--- src/rtl/weight_update_pkg.sv ---
// Shared FSM state encoding and weight saturation limits for the weight
// update sequencer and its per-element narrowing stage.
package weight_update_pkg;

  typedef enum logic [2:0] {
    ST_IDLE  = 3'd0,
    ST_FETCH = 3'd1,
    ST_START = 3'd2,
    ST_WAIT  = 3'd3,
    ST_WRITE = 3'd4,
    ST_DONE  = 3'd5
  } state_e;

  // Largest signed value representable in a width-bit weight.
  function automatic logic signed [31:0] sat_max(input int unsigned width);
    sat_max = (32'sd1 <<< (width - 32'd1)) - 32'sd1;
  endfunction

  function automatic logic signed [31:0] sat_min(input int unsigned width);
    sat_min = -(32'sd1 <<< (width - 32'd1));
  endfunction

endpackage

--- src/rtl/weight_narrow.sv ---
// Narrows one signed (WEIGHT_WIDTH+1)-bit updater result to WEIGHT_WIDTH bits.
// WEIGHT_SAT_EN: clamp to the signed weight range and flag it; otherwise truncate.
module weight_narrow
  import weight_update_pkg::*;
#(
  parameter int WEIGHT_WIDTH = 16
) (
  input  logic [WEIGHT_WIDTH:0]   res_i,
  output logic [WEIGHT_WIDTH-1:0] w_o,
  output logic                    sat_o
);

`ifdef WEIGHT_SAT_EN
  localparam logic signed [31:0] SAT_MAX = sat_max(WEIGHT_WIDTH);
  localparam logic signed [31:0] SAT_MIN = sat_min(WEIGHT_WIDTH);

  logic signed [31:0] res_ext_s;

  assign res_ext_s = {{(31 - WEIGHT_WIDTH){res_i[WEIGHT_WIDTH]}}, res_i};

  // Clamp out-of-range results to the nearest representable weight.
  always_comb begin
    if (res_ext_s > SAT_MAX) begin
      w_o   = SAT_MAX[WEIGHT_WIDTH-1:0];
      sat_o = 1'b1;
    end else if (res_ext_s < SAT_MIN) begin
      w_o   = SAT_MIN[WEIGHT_WIDTH-1:0];
      sat_o = 1'b1;
    end else begin
      w_o   = res_i[WEIGHT_WIDTH-1:0];
      sat_o = 1'b0;
    end
  end
`else
  logic unused_sign_s;

  assign unused_sign_s = res_i[WEIGHT_WIDTH];
  assign w_o           = res_i[WEIGHT_WIDTH-1:0];
  assign sat_o         = 1'b0;
`endif

endmodule

--- src/rtl/weight_update_sequencer.sv ---
// Walks layers n-1..0: fetch operands, pulse the updater, wait, write back.
// WEIGHT_SAT_EN selects clamped write-back with a sticky sat_flag.
module weight_update_sequencer
  import weight_update_pkg::*;
#(
  parameter int LAYER_NUM        = 4,
  parameter int LAYER_ADDR_WIDTH = 2,
  parameter int NEURON_NUM       = 5,
  parameter int ACTIVATION_WIDTH = 8,
  parameter int WEIGHT_WIDTH     = 16
) (
  input  logic                                                    clk,
  input  logic                                                    rst,
  input  logic                                                    start,
  input  logic [LAYER_ADDR_WIDTH:0]                               layer_count,
  output logic                                                    busy,
  output logic                                                    done,
  output logic                                                    sat_flag,
  output logic                                                    rd_req,
  output logic [LAYER_ADDR_WIDTH-1:0]                             rd_addr,
  input  logic                                                    rd_ack,
  input  logic [NEURON_NUM*ACTIVATION_WIDTH-1:0]                  rd_a,
  input  logic [NEURON_NUM*ACTIVATION_WIDTH-1:0]                  rd_delta,
  input  logic [NEURON_NUM*NEURON_NUM*WEIGHT_WIDTH-1:0]           rd_w,
  output logic                                                    upd_start,
  output logic [NEURON_NUM*ACTIVATION_WIDTH-1:0]                  upd_a,
  output logic [NEURON_NUM*ACTIVATION_WIDTH-1:0]                  upd_delta,
  output logic [NEURON_NUM*NEURON_NUM*WEIGHT_WIDTH-1:0]           upd_w,
  input  logic [NEURON_NUM*NEURON_NUM*(WEIGHT_WIDTH+1)-1:0]       upd_result,
  input  logic                                                    upd_finish,
  output logic                                                    wr_en,
  output logic [LAYER_ADDR_WIDTH-1:0]                             wr_addr,
  output logic [NEURON_NUM*NEURON_NUM*WEIGHT_WIDTH-1:0]           wr_data
);

  localparam int A_W   = NEURON_NUM * ACTIVATION_WIDTH;
  localparam int ELEMS = NEURON_NUM * NEURON_NUM;
  localparam int W_W   = ELEMS * WEIGHT_WIDTH;
  localparam logic [LAYER_ADDR_WIDTH:0] LAYER_NUM_C = (LAYER_ADDR_WIDTH + 1)'(LAYER_NUM);

  state_e                      state_q, state_d;
  logic [LAYER_ADDR_WIDTH-1:0] addr_q, addr_d;
  logic                        sat_flag_q, sat_flag_d;
  logic                        busy_q, busy_d;
  logic                        done_q, done_d;
  logic                        rd_req_q, rd_req_d;
  logic                        upd_start_q, upd_start_d;
  logic                        wr_en_q, wr_en_d;
  logic [A_W-1:0]              upd_a_q, upd_a_d;
  logic [A_W-1:0]              upd_delta_q, upd_delta_d;
  logic [W_W-1:0]              upd_w_q, upd_w_d;
  logic [W_W-1:0]              wr_data_q, wr_data_d;
  logic [LAYER_ADDR_WIDTH:0]   n_s;
  logic [W_W-1:0]              narrow_s;
  logic [ELEMS-1:0]            sat_s;

  assign n_s = (layer_count > LAYER_NUM_C) ? LAYER_NUM_C : layer_count;

  for (genvar i = 0; i < ELEMS; i++) begin : g_narrow
    weight_narrow #(
      .WEIGHT_WIDTH(WEIGHT_WIDTH)
    ) u_narrow (
      .res_i(upd_result[i*(WEIGHT_WIDTH+1) +: WEIGHT_WIDTH+1]),
      .w_o  (narrow_s[i*WEIGHT_WIDTH +: WEIGHT_WIDTH]),
      .sat_o(sat_s[i])
    );
  end

  // Next-state and datapath; strobes are decoded from the next state so they register cleanly.
  always_comb begin
    state_d     = state_q;
    addr_d      = addr_q;
    sat_flag_d  = sat_flag_q;
    upd_a_d     = upd_a_q;
    upd_delta_d = upd_delta_q;
    upd_w_d     = upd_w_q;
    wr_data_d   = wr_data_q;
    case (state_q)
      ST_IDLE: begin
        if (start) begin
          sat_flag_d = 1'b0;
          if (n_s == {(LAYER_ADDR_WIDTH + 1){1'b0}}) begin
            state_d = ST_DONE;
          end else begin
            addr_d  = LAYER_ADDR_WIDTH'(n_s - (LAYER_ADDR_WIDTH + 1)'(1'b1));
            state_d = ST_FETCH;
          end
        end else begin
          state_d = ST_IDLE;
        end
      end
      ST_FETCH: begin
        if (rd_ack) begin
          upd_a_d     = rd_a;
          upd_delta_d = rd_delta;
          upd_w_d     = rd_w;
          state_d     = ST_START;
        end else begin
          state_d = ST_FETCH;
        end
      end
      ST_START: state_d = ST_WAIT;
      ST_WAIT: begin
        if (upd_finish) begin
          wr_data_d  = narrow_s;
          sat_flag_d = sat_flag_q | (|sat_s);
          state_d    = ST_WRITE;
        end else begin
          state_d = ST_WAIT;
        end
      end
      ST_WRITE: begin
        if (addr_q == {LAYER_ADDR_WIDTH{1'b0}}) begin
          state_d = ST_DONE;
        end else begin
          addr_d  = addr_q - LAYER_ADDR_WIDTH'(1'b1);
          state_d = ST_FETCH;
        end
      end
      ST_DONE: state_d = ST_IDLE;
      default: state_d = ST_IDLE;
    endcase
    busy_d      = (state_d != ST_IDLE);
    done_d      = (state_d == ST_DONE);
    rd_req_d    = (state_d == ST_FETCH);
    upd_start_d = (state_d == ST_START);
    wr_en_d     = (state_d == ST_WRITE);
  end

  // State and output registers; reset abandons any sweep in flight.
  always_ff @(posedge clk) begin
    if (rst) begin
      state_q     <= ST_IDLE;
      addr_q      <= {LAYER_ADDR_WIDTH{1'b0}};
      sat_flag_q  <= 1'b0;
      busy_q      <= 1'b0;
      done_q      <= 1'b0;
      rd_req_q    <= 1'b0;
      upd_start_q <= 1'b0;
      wr_en_q     <= 1'b0;
      upd_a_q     <= {A_W{1'b0}};
      upd_delta_q <= {A_W{1'b0}};
      upd_w_q     <= {W_W{1'b0}};
      wr_data_q   <= {W_W{1'b0}};
    end else begin
      state_q     <= state_d;
      addr_q      <= addr_d;
      sat_flag_q  <= sat_flag_d;
      busy_q      <= busy_d;
      done_q      <= done_d;
      rd_req_q    <= rd_req_d;
      upd_start_q <= upd_start_d;
      wr_en_q     <= wr_en_d;
      upd_a_q     <= upd_a_d;
      upd_delta_q <= upd_delta_d;
      upd_w_q     <= upd_w_d;
      wr_data_q   <= wr_data_d;
    end
  end

  assign busy      = busy_q;
  assign done      = done_q;
  assign sat_flag  = sat_flag_q;
  assign rd_req    = rd_req_q;
  assign rd_addr   = addr_q;
  assign upd_start = upd_start_q;
  assign upd_a     = upd_a_q;
  assign upd_delta = upd_delta_q;
  assign upd_w     = upd_w_q;
  assign wr_en     = wr_en_q;
  assign wr_addr   = addr_q;
  assign wr_data   = wr_data_q;

endmodule
--- config.mk ---
export PLATFORM = sky130hd
export DESIGN_NAME = weight_update_sequencer
export DESIGN_NICKNAME = d
export VERILOG_FILES = /design/src/rtl/weight_update_pkg.sv /design/src/rtl/weight_narrow.sv /design/src/rtl/weight_update_sequencer.sv
export SDC_FILE = /design/constraint.sdc
export NUM_CORES = 2
export LEC_CHECK = 0
export CORE_AREA = 2 2 712 714
export CTS_CLUSTER_SIZE = 20
export DETAILED_ROUTE_END_ITERATION = 7
export DIE_AREA = 0 0 714 716
export PLACE_DENSITY = 0.3
export SLEW_MARGIN = 20
export SYNTH_ARGS = -nofsm -noshare
export SYNTH_HDL_FRONTEND = slang
export SYNTH_SLANG_ARGS = --single-unit
--- constraint.sdc ---
create_clock -name clk -period 2.1 [get_ports clk]
set_input_delay 0.315 -clock clk [delete_from_list [all_inputs] [get_ports clk]]
set_output_delay 0.315 -clock clk [all_outputs]
set_load 0.1 [all_outputs]
==> results by group <==
Timing
  • Max Freq: 0.502 GHz
  • Endpoints failing setup: 0
  • Final Critical Period: 1.99 ns
  • Worst-Margin Slew: 0.725 ns
  • Final Hold Fails: 0
  • Max Transition Viols Final: 0
  • Total Negative Setup Slacks: 0 ns
  • RSZ-0062 raised after global routing: false
  • Final Cycle Share: 94.8%
  • Rel. slew slack: 51.7%
  • Clock Skews: 0.0704 ns

Clock tree
  • Clock slew seen by the registers of the worst setup and hold paths: 0.06 ns
  • CTS Buffer Depth: 4
  • Clock insertion delay at the later pin of the skew report: 0.88 ns
  • CTS Sinks: 890
  • Clk root buf: clkbuf_16
  • CTS tree: yes
  • CTS Buf Count: 141
  • H-Tree Depth: 4

Die
  • Initial Utilization: 6.05%
  • DIE WIDTH: 714 µm
  • Die ar.: 0.511 mm²
  • Die Span Y: 716 µm
  • Core area: 0.504 mm²
  • IO Count: 1803
  • Site row count: 261

GRT
  • Vias in the first global route: 37900
  • Initial antenna violation count: 174
  • Overall routing resource usage: 13.0%
  • Largest net degree at the start of global routing: 96
  • GRT overflow: 0
  • First-pass GRT wire length: 432000 µm

Yosys
  • Yosys Warn Count: 0
  • Post-synthesis cell type count: 26
  • Syn Nets: 4789
  • Post-synth top area cell: dfxtp_1
  • Average cell area after synthesis: 7.86 µm²
  • Syn Inst Count: 3876
  • #FFs+latches synth: 890
  • Synth area leaders: dfxtp_1 58%, nand2_1 22%, a21oi_1 15%
  • Top-count cell post-synth: nand2_1
  • Synth Cell Area: 0.0305 mm²
  • Post-synthesis sequential area ratio: 58.5%
  • Ys async rst share: 0%
  • Number of flops mapped to enable cells by yosys: 0
  • Ys flop type: dfxtp_1
  • Synth top area share: 58.5%
  • Most frequent cells after synthesis: 1764 x nand2_1, 890 x dfxtp_1, 884 x a21oi_1

Placement
  • Routability cong.: 0.961
  • Port Buf Inserts: 1776
  • Hpwl dp: 300000 µm
  • Dpl cells: 12300

Hold path
  • Hold WC Path Type: input port to flop
  • WHS Endpoint: wr_data[192]$_SDFFE_PP0P_
  • Worst hold start: upd_result[204]
  • Hold Path Cell Cnt: 3

Status
  • Run status: completed

Drt
  • Via count: 37500
  • Routed vias/inst: 2.87
  • Remaining DRCs: 0
  • Post-Route WL: 349000 µm
  • DRT antenna net count: 0
  • DRT Pass-1 Iters: 8
  • Routed len/inst: 26.7 µm
  • Drt first-iter violations: 2034

Setup path
  • Reg2reg setup slack: 0.11 ns
  • Endpoint class of the critical path: output port
  • Worst path slowest cell: dfxtp_1
  • Worst reg2reg startpoint: state_q[1]$_SDFF_PP0_
  • Crit path buffers/inverters: 1
  • CP max FO: 2
  • Worst stage delay on the critical path: 0.49 ns
  • Critical path class: flop to output port
  • Delay-heaviest family, CP: flip-flops
  • Worst R2R End: upd_a[13]$_SDFFE_PP0P_
  • Worst Path Required: 1.78 ns
  • Critical Path AT: 1.68 ns
  • Worst R2R Path Depth: 7
  • Critical Path Start Type: flop
  • CP Cell Sequence: buf_4

Pwr
  • Leakage: 23.7 nW
  • VDD IR max: 0.629 mV
  • PwrDens: 821 mW/mm²

Cells and area
  • Non-filler instance count after layout: 13100
  • Layout area overhead: 118%
  • Total Nets Final: 7141
  • Fraction of layout cells with a size suffix above 1: 21.8%

Job
  • Max Cap Viol: 0
metal layers:
metal,up-vias,part of all wire (%),wire length (µm),track usage [%]
li1,17200,-,-,-
met1,18100,41,142000,15.4
met2,1615,46,160000,21.5
met3,514,9.7,33800,5.37
met4,78,3.3,11600,3.47
met5,-,0.14,502,0
worst min-delay path, stage by stage:
cell and delay [ns]:
clkdlybuf4s50_1 0.44, nand2_1 0.07, a21oi_1 0.05
timing repair:
action,in CTS,in global routing
setup buffers,1,0
resized for setup,87,3
hold endpoints to repair,507,0
hold buffers,501,0
setup endpoints to repair,940,4
pin swaps,0,0
cell families (layout without fill, tap and decap cells):
group,count (synthesis),count (layout),share of synthesized area (%)
AOI/OAI and AO/OA,893,893,14.8
buffers and inverters,305,2754,4.55
DFF,890,890,58.5
other,1,35,0.0123
and+or+nand+nor,1787,1787,22.2
cell type report:
| type | instances | area (µm²) |
|---|---|---|
| Fill cell | 57800 | 437000 |
| Clock inverter | 43 | 583 |
| Multi-Input combinational cell | 2681 | 11300 |
| Sequential cell | 890 | 17900 |
| Antenna cell | 34 | 85.1 |
| Timing Repair Buffer | 2510 | 24200 |
| Inverter | 4 | 15.0 |
| Tap cell | 6706 | 8390 |
| Clock buffer | 197 | 4070 |
worst max path at each step:
stage / startpoint / endpoint / slack (ns) / cells past startpoint
floorplan: rd_addr[0]$_SDFFE_PP0P_ / rd_addr[1]$_SDFFE_PP0P_ / 0.18 / 4
CTS: upd_w[248]$_SDFFE_PP0P_ / upd_w[248] / 0.0005 / 1
global placement: state_q[0]$_SDFF_PP0_ / upd_w[341]$_SDFFE_PP0P_ / -0.56 / 7
detailed placement: state_q[0]$_SDFF_PP0_ / upd_w[341]$_SDFFE_PP0P_ / -0.53 / 7
global route: state_q[1]$_SDFF_PP0_ / upd_a[33]$_SDFFE_PP0P_ / 0.004 / 7
finish: wr_data[375]$_SDFFE_PP0P_ / wr_data[375] / 0.11 / 1
layout by cell type (no fill, tap or decap), drive strengths merged:
master         instances
clkdlybuf4s50        886
clkinv                21
and3                   1
buf                 1122
dlygate4sd3          501
or2                    2
inv                   13
nand2               1764
dfxtp                890
diode                 34
bufinv                 9
nor4                   3
nor2b                  3
clkinvlp               4
a311oi                 1
and2                   1
clkbuf               198
or4b                   1
nand3                  2
nor3                   4
a21o                   1
a21oi                884
nor2                   6
a32o                   1
conb                   1
a211oi                 3
o32ai                  1
a22oi                  2
metrics by stage:
step / power [mW] / area, µm² / setup WS [ns] / hold slack, ns / utilization [%]
after global routing: 56.8 / 66400 / 0.00351 / 0.0241 / 13.2
after global placement: 29.5 / 56500 / -0.556 / 0.444 / 11.2
after detailed placement: 29.5 / 56500 / -0.529 / 0.446 / 11.2
after CTS: 56.1 / 66400 / 0.000534 / 0.000266 / 13.2
after floorplan: 24.0 / 30500 / 0.177 / 0.451 / -
final: 54.6 / 66500 / 0.109 / 0.108 / 13.2
power by group:
| group | internal (mW) | total [mW] | switching, mW |
|---|---|---|---|
| Combinational | 3.78 | 11.9 | 8.12 |
| Sequential | 17.5 | 18.0 | 0.498 |
| Clock | 14.7 | 24.6 | 9.97 |
flip-flops by register name (all words and copies together), names as in the netlist:
register,flops
upd_start,1
rd_req,1
done,1
state_q,3
upd_delta,40
busy,1
upd_w,400
wr_data,400
wr_en,1
upd_a,40
rd_addr,2
No activity file was read; power rests on OpenSTA's default activity.
